--- config.mk ---
export PLATFORM = sky130hd
export DESIGN_NAME = demux_frame_sequencer
export DESIGN_NICKNAME = d
export VERILOG_FILES = /design/src/rtl/demux_pkg.sv /design/src/rtl/demux_frame_sequencer.sv
export SDC_FILE = /design/constraint.sdc
export NUM_CORES = 1
export LEC_CHECK = 0
export BUFFER_PORTS_ARGS = -buffer_cell sky130_fd_sc_hd__clkbuf_2
export CAP_MARGIN = 20
export CORE_UTILIZATION = 25
export DETAILED_ROUTE_END_ITERATION = 8
export PLACE_DENSITY_LB_ADDON = 0.05
export SLEW_MARGIN = 0
export SYNTH_ARGS = -nofsm -noshare
export SYNTH_HDL_FRONTEND = slang
export SYNTH_SLANG_ARGS = --single-unit
--- constraint.sdc ---
create_clock -name clk -period 1.8 [get_ports clk]
set_input_delay 0.09 -clock clk [delete_from_list [all_inputs] [get_ports clk]]
set_output_delay 0.09 -clock clk [all_outputs]
set_load 0.02 [all_outputs]
--- src/rtl/demux_pkg.sv ---
// ============================================================================
// demux_pkg : shared types and constants for the demux frame sequencer
// Revision  : 1.0
// ============================================================================
`default_nettype none

package demux_pkg;

   typedef enum logic [1:0] {
      ST_IDLE  = 2'd0,
      ST_START = 2'd1,
      ST_DATA  = 2'd2,
      ST_GAP   = 2'd3
   } state_e;

   localparam logic [1:0] CH0 = 2'd0;
   localparam logic [1:0] CH1 = 2'd1;
   localparam logic [1:0] CH2 = 2'd2;
   localparam logic [1:0] CH3 = 2'd3;

   localparam int START_BITS = 1;

   // Counter width for a count range of n, never narrower than one bit.
   function automatic int cnt_width(input int n);
      return (n > 1) ? $clog2(n) : 1;
   endfunction

endpackage

`default_nettype wire

--- src/rtl/demux_frame_sequencer.sv ---
// ============================================================================
// demux_frame_sequencer : serialises a payload word as a framed bit stream
//                         (start bit, LSB-first data, idle gap) onto the
//                         1:4 demux data input while holding its selects.
// Revision              : 1.0
// ============================================================================
`default_nettype none

module demux_frame_sequencer
   import demux_pkg::*;
#(
   parameter int DATA_W  = 8,
   parameter int GAP_CYC = 2
) (
   input  logic              clk,
   input  logic              rst_n,
   input  logic              req_valid,
   output logic              req_ready,
   input  logic [1:0]        req_ch,
   input  logic [DATA_W-1:0] req_data,
   output logic              dmx_in,
   output logic              dmx_a,
   output logic              dmx_b,
   output logic              dmx_frame,
   output logic              done
);

   localparam int BW = cnt_width(DATA_W);
   localparam int GW = cnt_width(GAP_CYC);
   localparam logic [BW-1:0] BIT_LAST = BW'(DATA_W - 1);
   localparam logic [GW-1:0] GAP_LAST = GW'(GAP_CYC - 1);

   state_e            state_q, state_d;
   logic [DATA_W-1:0] shift_q, shift_d;
   logic [BW-1:0]     bit_cnt_q, bit_cnt_d;
   logic [GW-1:0]     gap_cnt_q, gap_cnt_d;
   logic              req_ready_q, req_ready_d;
   logic              dmx_in_q, dmx_in_d;
   logic              dmx_a_q, dmx_a_d;
   logic              dmx_b_q, dmx_b_d;
   logic              dmx_frame_q, dmx_frame_d;
   logic              done_q, done_d;

   logic accept;
   logic bit_last;
   logic gap_last;

   assign accept   = req_valid && req_ready_q;
   assign bit_last = (bit_cnt_q == BIT_LAST);
   assign gap_last = (gap_cnt_q == GAP_LAST);

   always_ff @(posedge clk) begin
      if (!rst_n) begin
         state_q     <= ST_IDLE;
         shift_q     <= '0;
         bit_cnt_q   <= '0;
         gap_cnt_q   <= '0;
         req_ready_q <= 1'b1;
         dmx_in_q    <= 1'b0;
         dmx_a_q     <= 1'b0;
         dmx_b_q     <= 1'b0;
         dmx_frame_q <= 1'b0;
         done_q      <= 1'b0;
      end else begin
         state_q     <= state_d;
         shift_q     <= shift_d;
         bit_cnt_q   <= bit_cnt_d;
         gap_cnt_q   <= gap_cnt_d;
         req_ready_q <= req_ready_d;
         dmx_in_q    <= dmx_in_d;
         dmx_a_q     <= dmx_a_d;
         dmx_b_q     <= dmx_b_d;
         dmx_frame_q <= dmx_frame_d;
         done_q      <= done_d;
      end
   end

   always_comb begin
      state_d = state_q;
      case (state_q)
         ST_IDLE:  if (accept)   state_d = ST_START;
         ST_START:               state_d = ST_DATA;
         ST_DATA:  if (bit_last) state_d = ST_GAP;
         ST_GAP:   if (gap_last) state_d = ST_IDLE;
         default:                state_d = ST_IDLE;
      endcase
   end

   // Outputs are registered, so each branch computes what the following
   // cycle must show, i.e. the values belonging to state_d.
   always_comb begin
      shift_d     = shift_q;
      bit_cnt_d   = bit_cnt_q;
      gap_cnt_d   = gap_cnt_q;
      dmx_a_d     = dmx_a_q;
      dmx_b_d     = dmx_b_q;
      req_ready_d = 1'b0;
      dmx_in_d    = 1'b0;
      dmx_frame_d = 1'b0;
      done_d      = 1'b0;
      case (state_q)
         ST_IDLE: begin
            req_ready_d = 1'b1;
            if (accept) begin
               shift_d     = req_data;
               dmx_a_d     = req_ch[1];
               dmx_b_d     = req_ch[0];
               bit_cnt_d   = '0;
               req_ready_d = 1'b0;
               dmx_in_d    = 1'b1;
               dmx_frame_d = 1'b1;
            end
         end
         ST_START: begin
            dmx_in_d    = shift_q[0];
            dmx_frame_d = 1'b1;
            shift_d     = shift_q >> 1;
            bit_cnt_d   = '0;
         end
         ST_DATA: begin
            if (bit_last) begin
               gap_cnt_d = '0;
               done_d    = (GAP_LAST == '0);
            end else begin
               bit_cnt_d   = bit_cnt_q + BW'(1);
               dmx_in_d    = shift_q[0];
               dmx_frame_d = 1'b1;
               shift_d     = shift_q >> 1;
            end
         end
         ST_GAP: begin
            if (gap_last) begin
               gap_cnt_d   = '0;
               req_ready_d = 1'b1;
            end else begin
               gap_cnt_d = gap_cnt_q + GW'(1);
               done_d    = (gap_cnt_d == GAP_LAST);
            end
         end
         default: begin
            req_ready_d = 1'b1;
         end
      endcase
   end

   assign req_ready = req_ready_q;
   assign dmx_in    = dmx_in_q;
   assign dmx_a     = dmx_a_q;
   assign dmx_b     = dmx_b_q;
   assign dmx_frame = dmx_frame_q;
   assign done      = done_q;

endmodule

`default_nettype wire

==> results.yml <==
run_status:
  status: "finished, final reports clean"
power_and_ir_drop:
  combPwrFrac_pct: 49.5
  power.clock.fraction_pct: 15.0
  powerDensity_nw_per_um2: 1670
  power.share.sequential_pct: 35.5
  internal-power_mw: 1.21
  p_sw_mw: 0.755
  power.share.switching_pct: 38.4
  ir_worst_vdd_mv: 0.369
  power_leakage_nw: 0.593
finish:
  fillers: 403
  registers.top_by_ff_count: "shift_q"
  reg.largest.list: "shift_q x8, bit_cnt_q x3, state_q x2"
  final_net_count: 139
  insertedDiodeCount: 0
  end_of_flow_core_utilization_pct: 31.7
  layout-drive-gt1-share_pct: 22.4
  final_cell_mix: "20 x sky130_fd_sc_hd__dfxtp_1, 18 x sky130_fd_sc_hd__clkbuf_2, 15 x sky130_fd_sc_hd__mux2i_1"
  regArea_um2: 400
  largest_register_ff_count: 8
  multi_input_comb_area_um2: 557
  most_common_cell_after_layout_fill_and_taps_aside: "sky130_fd_sc_hd__dfxtp_1"
  area_growth_syn_to_layout_pct: 19.2
critical_path:
  critPathCaptureType: "flip-flop"
  cpPeakStageDelay_ps: 560
  worst_ep_required_time_ps: 1950
  critical_path.top_delay_family: "simple AND/OR/NAND/NOR gates"
  worst-setup-path-type: "flip-flop to flip-flop"
  critPathMaxFanout: 7
  setup.worst_path.start_class: "flip-flop"
  crit_slowest_cell: "sky130_fd_sc_hd__or4_1"
  path_buf_inv: 1
  worst-endpoint-arrival_ps: 1790
  timing.critical_path.cells: "inv_1, ha_1, or4_1, o211a_1"
drt:
  wire_length_per_cell_after_detailed_routing_um: 12.1
  drt-pass1-iter-count: 4
  via_count_of_the_routed_design: 742
  ant_nets: 0
  detailedRoute.firstIterationViolations: 18
  post_drt_via_cell_ratio: 4.52
  route.final.wire_length_um: 1980
  drcViolationCount: 0
floorplan:
  dieWidth_um: 64.9
  fp.coreArea_um2: 3720
  fp.dieH_um: 64.9
  design.die.area_um2: 4210
  num_rows: 22
  num_io_pins: 19
  start_util_pct: 26.6
timing:
  layout_min_cycle_time_ps: 1640
  highest_achievable_clock_rate_mhz: 610
  setup_viol: 0
  rsz_0062_raised_after_global_routing: "no"
  fin_setup_tns_ps: 0
  actual_slew_at_the_worst_max_slew_pin_ps: 468
  final-hold-violation-count: 0
  clock-skew-final_ps: 2.84
  slew_headroom_pct: 68.8
  min_period_over_period_pct: 91.1
  final-max-slew-violation-count: 0
placed_design:
  detailed_placement_wirelength_estimate_um: 1450
  routability_congestion_estimate_from_global_placement: 0.688
  port_buffers: 18
yosys:
  synth_seq_cells: 20
  synth.cell_area_um2: 988
  netlist_instances: 96
  number_of_unique_standard_cell_types_used_by_synthesis: 23
  synth.yosys.warnings: 0
  seq_area_frac_synth_pct: 40.5
  postSynthAreaPerCell_um2: 10.3
  mappedNetlistNets: 117
grt:
  gr-usage-all-layers_pct: 10.6
  grt_first_pass_wirelength_um: 3360
  grt_antenna_before_repair: 0
  first_global_vias: 708
  maximum_number_of_pins_on_one_net_before_global_route_repair: 25
  overflow: 0
clock_tree:
  cts_setup_buffers: 0
  tritoncts.num_buffers: 3
  cts_num_sinks: 20
  cts-resized-gates: 0
  clk_path_buf_depth: 2
  tritoncts: "built"
  clk_latency_worst_skew_pair_ps: 260
  cts-root-buf: "sky130_fd_sc_hd__clkbuf_8"
  clk_pin_slew_ps: 70
  postCtsHoldBufs: 0
  deepest_level_of_the_cts_h_tree: 1
min_path:
  hold_path.class: "input pin to flip-flop"
flow_run:
  max_cap_viol_count: 0
[final cells by class]
class,instances,area share [%]
clock buffer,3,3.50
inverter,2,0.637
multi-input combinational,70,47.2
sequential,20,34.0
tap,48,5.10
timing repair buffer,21,9.55
[worst paths after layout]
check              startpoint          to  slack [ps]  cells after the start
setup / recovery   state_q[0]  state_q[0]         160                      4
hold / removal    req_data[7]  shift_q[7]          80                      3
setup reg to reg   state_q[0]  state_q[0]         160                      4
hold reg to reg    shift_q[7]  shift_q[7]         460                      2
[power by group through the flow]
stage / clock network [mW] / registers, mW / logic (mW)
2_1_floorplan: 0 / 0.731 / 0.730
3_3_place_gp: 0 / 0.703 / 0.984
3_5_place_dp: 0 / 0.709 / 0.995
4_1_cts: 0.318 / 0.698 / 0.998
5_1_grt: 0.343 / 0.715 / 1.08
6_report: 0.295 / 0.698 / 0.973
[stage by stage]
step / instance area, µm² / hold WS [ps] / setup slack (ps) / power [mW] / std cells
3_3_place_gp: 1140 / 351 / 212 / 1.69 / 161
3_5_place_dp: 1140 / 356 / 158 / 1.70 / 161
4_1_cts: 1180 / 72.7 / 140 / 2.01 / 164
6_report: 1180 / 79.9 / 159 / 1.97 / 164
2_1_floorplan: 988 / 244 / 280 / 1.46 / 96
5_1_grt: 1180 / 95.8 / 59.1 / 2.14 / 164
[cells by family (layout without fill, tap and decap cells)]
logic type      Yosys count  in the layout  share of synthesized area [%]
compound gates           17             17                           14.8
fa+ha+maj                 8              8                           10.1
buf+inv                   6             26                           3.16
flops                    20             20                           40.5
mux                      15             15                           15.2
simple gates             30             30                           16.2
[routing by layer]
layer	vias to the layer above	global-route usage [%]	part of all wire, %
li1	383	-	-
met1	339	14.4	54
met2	18	16.0	42
met3	2	2.11	3.0
met4	0	5.00	1.1
met5	-	0	0
[synthesized netlist by cell type (all sizes together)]
library cell | number | area, µm²
nand2b | 2 | 12.5
mux2i | 15 | 150
o21ai | 2 | 10.0
buf | 2 | 16.3
a21oi | 4 | 31.3
clkbuf | 2 | 7.51
inv | 2 | 7.51
dfxtp | 20 | 400
a21boi | 2 | 15.0
nor3 | 1 | 5.00
nor2 | 1 | 3.75
nand3 | 10 | 50.1
nor2b | 4 | 25.0
o211a | 8 | 80.1
ha | 8 | 100
or4 | 1 | 7.51
nand3b | 2 | 15.0
and2 | 2 | 15.0
a21bo | 1 | 10.0
nand2 | 7 | 26.3
[worst reg2reg max path, stage by stage (launching register included)]
cell,delay [ps]
sky130_fd_sc_hd__dfxtp_1,400
sky130_fd_sc_hd__inv_1,100
sky130_fd_sc_hd__ha_1,330
sky130_fd_sc_hd__or4_1,560
sky130_fd_sc_hd__o211a_1,150
No activity file was read; power rests on OpenSTA's default activity.
